File: src/rtl/match_lock_detector.sv
// match_lock_detector
// Consumes one comparator equality bit per qualified cycle and tracks whether
// the two compared streams are in sustained agreement. Lock is acquired after
// LOCK_LEN consecutive matches and lost after MISS_LIMIT consecutive
// mismatches while locked. Single-cycle acquire/loss pulses are provided.
// Optional feature macro: MATCH_LOCK_STATS_EN builds a saturating count of
// matching samples on match_count; without it match_count is tied to zero.
module match_lock_detector #(
  parameter int LOCK_LEN   = 4,
  parameter int MISS_LIMIT = 2,
  parameter int CNT_W      = 8
) (
  input  logic             clk,
  input  logic             rst_n,
  input  logic             cmp_valid,
  input  logic             cmp_result,
  input  logic             clear,
  output logic             locked,
  output logic             lock_acq,
  output logic             lock_lost,
  output logic [1:0]       state,
  output logic [CNT_W-1:0] match_count
);

  localparam int RUN_W  = $clog2(LOCK_LEN + 1);
  localparam int MISS_W = $clog2(MISS_LIMIT + 1);

  localparam logic [RUN_W-1:0]  RUN_MAX  = RUN_W'(LOCK_LEN);
  localparam logic [MISS_W-1:0] MISS_MAX = MISS_W'(MISS_LIMIT);

  localparam logic [1:0] SEARCH = 2'd0;
  localparam logic [1:0] VERIFY = 2'd1;
  localparam logic [1:0] LOCKED = 2'd2;
  localparam logic [1:0] SLIP   = 2'd3;

  logic [1:0]        state_reg, state_next;
  logic [RUN_W-1:0]  run_reg, run_next;
  logic [MISS_W-1:0] miss_reg, miss_next;
  logic              locked_reg;
  logic              acq_reg, acq_next;
  logic              lost_reg, lost_next;

  // Next-state and event decode; clear overrides any sample this cycle.
  always_comb begin
    state_next = state_reg;
    run_next   = run_reg;
    miss_next  = miss_reg;
    acq_next   = 1'b0;
    lost_next  = 1'b0;
    if (clear) begin
      state_next = SEARCH;
      run_next   = '0;
      miss_next  = '0;
    end else if (cmp_valid) begin
      case (state_reg)
        SEARCH: begin
          if (cmp_result) begin
            if (LOCK_LEN == 1) begin
              state_next = LOCKED;
              acq_next   = 1'b1;
              run_next   = '0;
            end else begin
              state_next = VERIFY;
              run_next   = RUN_W'(1);
            end
          end
        end
        VERIFY: begin
          if (cmp_result) begin
            if (run_reg + RUN_W'(1) == RUN_MAX) begin
              state_next = LOCKED;
              acq_next   = 1'b1;
              run_next   = '0;
            end else begin
              run_next = run_reg + RUN_W'(1);
            end
          end else begin
            // The mismatching sample does not seed a new run.
            state_next = SEARCH;
            run_next   = '0;
          end
        end
        LOCKED: begin
          if (!cmp_result) begin
            if (MISS_LIMIT == 1) begin
              state_next = SEARCH;
              lost_next  = 1'b1;
              miss_next  = '0;
            end else begin
              state_next = SLIP;
              miss_next  = MISS_W'(1);
            end
          end
        end
        default: begin
          if (cmp_result) begin
            // Any match forgives earlier misses.
            state_next = LOCKED;
            miss_next  = '0;
          end else if (miss_reg + MISS_W'(1) == MISS_MAX) begin
            state_next = SEARCH;
            lost_next  = 1'b1;
            miss_next  = '0;
          end else begin
            miss_next = miss_reg + MISS_W'(1);
          end
        end
      endcase
    end
  end

  // State, counters and registered outputs.
  always_ff @(posedge clk or negedge rst_n) begin
    if (!rst_n) begin
      state_reg  <= SEARCH;
      run_reg    <= '0;
      miss_reg   <= '0;
      locked_reg <= 1'b0;
      acq_reg    <= 1'b0;
      lost_reg   <= 1'b0;
    end else begin
      state_reg  <= state_next;
      run_reg    <= run_next;
      miss_reg   <= miss_next;
      locked_reg <= (state_next == LOCKED) || (state_next == SLIP);
      acq_reg    <= acq_next;
      lost_reg   <= lost_next;
    end
  end

  assign state     = state_reg;
  assign locked    = locked_reg;
  assign lock_acq  = acq_reg;
  assign lock_lost = lost_reg;

`ifdef MATCH_LOCK_STATS_EN
  logic [CNT_W-1:0] count_reg;
  logic             match_hit;

  // A sample discarded by clear is not counted.
  assign match_hit = cmp_valid && cmp_result && !clear;

  // Saturating match counter; holds at all-ones instead of wrapping.
  always_ff @(posedge clk or negedge rst_n) begin
    if (!rst_n) begin
      count_reg <= '0;
    end else if (clear) begin
      count_reg <= '0;
    end else if (match_hit && (count_reg != '1)) begin
      count_reg <= count_reg + CNT_W'(1);
    end
  end

  assign match_count = count_reg;
`else
  assign match_count = '0;
`endif

endmodule

File: config.mk
export PLATFORM = sky130hd
export DESIGN_NAME = match_lock_detector
export DESIGN_NICKNAME = d
export VERILOG_FILES = /design/src/rtl/match_lock_detector.sv
export SDC_FILE = /design/constraint.sdc
export NUM_CORES = 1
export LEC_CHECK = 0
export BUFFER_PORTS_ARGS = -buffer_cell sky130_fd_sc_hd__buf_2
export CAP_MARGIN = 20
export CORE_MARGIN = 2
export CORE_UTILIZATION = 30
export CTS_CLUSTER_DIAMETER = 100
export DETAILED_ROUTE_END_ITERATION = 8
export GPL_ROUTABILITY_DRIVEN = 0
export HOLD_SLACK_MARGIN = 0.03
export PLACE_DENSITY = 0.6
export SYNTH_ARGS = -nofsm -noshare
export SYNTH_HDL_FRONTEND = slang
export SYNTH_SLANG_ARGS = --single-unit
export TNS_END_PERCENT = 100
File: constraint.sdc
create_clock -name clk -period 3.21 [get_ports clk]
set_input_delay 0.1605 -clock clk [delete_from_list [all_inputs] [get_ports clk]]
set_output_delay 0.1605 -clock clk [all_outputs]
set_load 0.1 [all_outputs]
==> flow_metrics.tcl <==
set metrics [dict create \
    status "complete, no violations" \
    period_share_pct 45.5 \
    core_sq_um 1920 \
    crit_type "reg2out" \
    die_w_um 48.7 \
    r2r-end "locked" \
    grt_max_degree 11 \
    cts_setup_buffers 0 \
    diodes 0 \
    nFillCells 214 \
    antenna_found_initial 0 \
    grt_pass1_wl_um 1640 \
    die_area_sq_um 2370 \
    multi_input_area_sq_um 265 \
    syn2layout_area_growth_pct 11.5 \
    worstPathCellList "buf_2" \
    max_stage_delay_ns 0.54 \
    routed_wl_um 1070 \
    vias_per_cell 4.42 \
    start_util_pct 31.1 \
    numCtsBuffers 3 \
    syn_inst 63 \
    crit_end "state[1]" \
    required_ns 3.05 \
    nets 82 \
    path_depth 1 \
    cts_tree "done" \
    hpwl_um 815 \
    cts.sinks 10 \
    layout_commonest_cell "dfrtp_1" \
    power.density_nw_per_um2 464 \
    peakVddDrop_v 0.000174 \
    synth_seq_cells 10 \
    drt_first_pass_iters 4 \
    cp_slowest_cell "dfrtp_1" \
    h-tree-depth 1 \
    largest_reg_flops 3 \
    drv_cap 0 \
    yosysSeqAreaShare_pct 41.8 \
    rows 16 \
    clock_skew_ns 0.00483 \
    cp_data_arrival_time_ns 1.30 \
    worstPathMaxFanout 10 \
    cp_top_family "flip-flops" \
    grt_pass1_vias 389 \
    worstSkewPairLatency_ns 0.26 \
    grt_usage_pct 9.74 \
    drive_gt1_share_pct 20.5 \
    clockBufferDepth 2 \
    syn-cell-area_sq_um 598 \
    power.total_w 0.000310 \
    finalMaxSlewViolations 0 \
    overflow 0 \
    fmaxAchievable_mhz 685 \
    startpoint_type "flop" \
    rsz0062_at_grt "no" \
    leakage_nw 0.330 \
    synth_area_per_cell_sq_um 9.49 \
    yosysWarnings 0 \
    final_cell_mix "dfrtp_1 (10), buf_2 (9), conb_1 (8)" \
    drtAntennaViolNets 0 \
    cts_resized 0 \
    tns_ns 0 \
    cts_root_buffer "clkbuf_4" \
    hold_path_class "in2reg" \
    rr_worst_depth 4 \
    finalSetupViolCount 0 \
    fin_crit_ns 1.46 \
    port_buffers 9 \
    setup_slack_ns 1.75 \
    ioPinCount 18 \
    startpoint "state[1]" \
    postLayoutCoreUtil_pct 34.7 \
    synthDistinctLibCells 28 \
    hold_buffers 1 \
    reg2reg_slack_ns 1.94 \
    post-place-ws_ns 1.94 \
    clk_pin_slew_worst_paths_ns 0.06 \
    r2r-start "run_reg[0]" \
    drc 0 \
    wire_per_inst_um 10.7 \
    cp-end-kind "output port" \
    die_y_um 48.7 \
    seq_area_sq_um 250 \
    drtIter0Drc 10 \
    vias 442 \
    finalHoldViolations 0 \
    crit_buf_inv 1 \
]
per-stage QoR:
step	instance area [sq um]	hold WS [ns]	instances
5_1_grt	667	0.200	100
2_1_floorplan	624	-0.135	70
3_5_place_dp	621	0.0309	95
4_1_cts	667	0.187	100
6_report	667	0.194	100
3_3_place_gp	621	0.0328	95
cell type report:
| cell class | count | share of cell area, % |
|---|---|---|
| Timing Repair Buffer | 10 | 8.26 |
| Multi-Input combinational cell | 42 | 39.8 |
| Tap cell | 27 | 5.07 |
| Sequential cell | 10 | 37.5 |
| Clock buffer | 4 | 5.44 |
| Inverter | 7 | 3.94 |
synthesized netlist by cell type (all sizes together):
cell     n  area, sq um
a31oi    1         6.26
nand2    2         7.51
buf     10         78.8
mux2i    1         10.0
dfrtp   10          250
and3     1         6.26
or3      1         6.26
o32ai    1         8.76
nor4     1         6.26
a311oi   1         8.76
a32oi    1         8.76
xor2     1         8.76
a22oi    1         7.51
nand3    1         5.00
nor3     3         15.0
inv      7         26.3
nor2     4         15.0
o21ai    3         15.0
and4b    1         11.3
nand2b   2         20.0
a41oi    1         8.76
ha       3         37.5
nand3b   1         7.51
clkbuf   1         3.75
conb     1         3.75
a21oi    3         15.0
worst min path at each step:
| stage | startpoint | end | slack [ns] | cells after the start |
|---|---|---|---|---|
| finish | clear | run_reg[1] | 0.19 | 2 |
| global route | clear | run_reg[2] | 0.20 | 2 |
| global placement | rst_n | lock_lost | 0.03 | 1 |
| CTS | clear | run_reg[1] | 0.19 | 2 |
| floorplan | rst_n | lock_acq | -0.14 | 0 |
| detailed placement | rst_n | lock_lost | 0.03 | 1 |
power breakdown:
| group | switching [W] | leakage (nW) | total, W | internal [W] |
|---|---|---|---|---|
| clock network | 0.0000411 | 0.0210 | 0.000110 | 0.0000688 |
| logic | 0.0000610 | 0.170 | 0.0000693 | 0.00000824 |
| registers | 0.00000257 | 0.138 | 0.000130 | 0.000128 |
| total | 0.000105 | 0.330 | 0.000310 | 0.000205 |
kinds of logic after synthesis:
logic type,share of synthesized area (%)
AOI/OAI and AO/OA,13.2
xor gates and xnor gates,1.46
adders and majority gates,6.28
buffers and inverters,18.2
DFF,41.8
muxes,1.67
other,0.627
and+or+nand+nor,16.7
per-layer routing:
layer	share of wire, %	vias to the layer above	track usage (%)
li1	-	217	-
met1	46	207	10.3
met2	46	18	14.8
met3	7.1	0	5.86
met4	0	0	5.71
met5	0	-	0
Power figures use the tool's default switching activity.
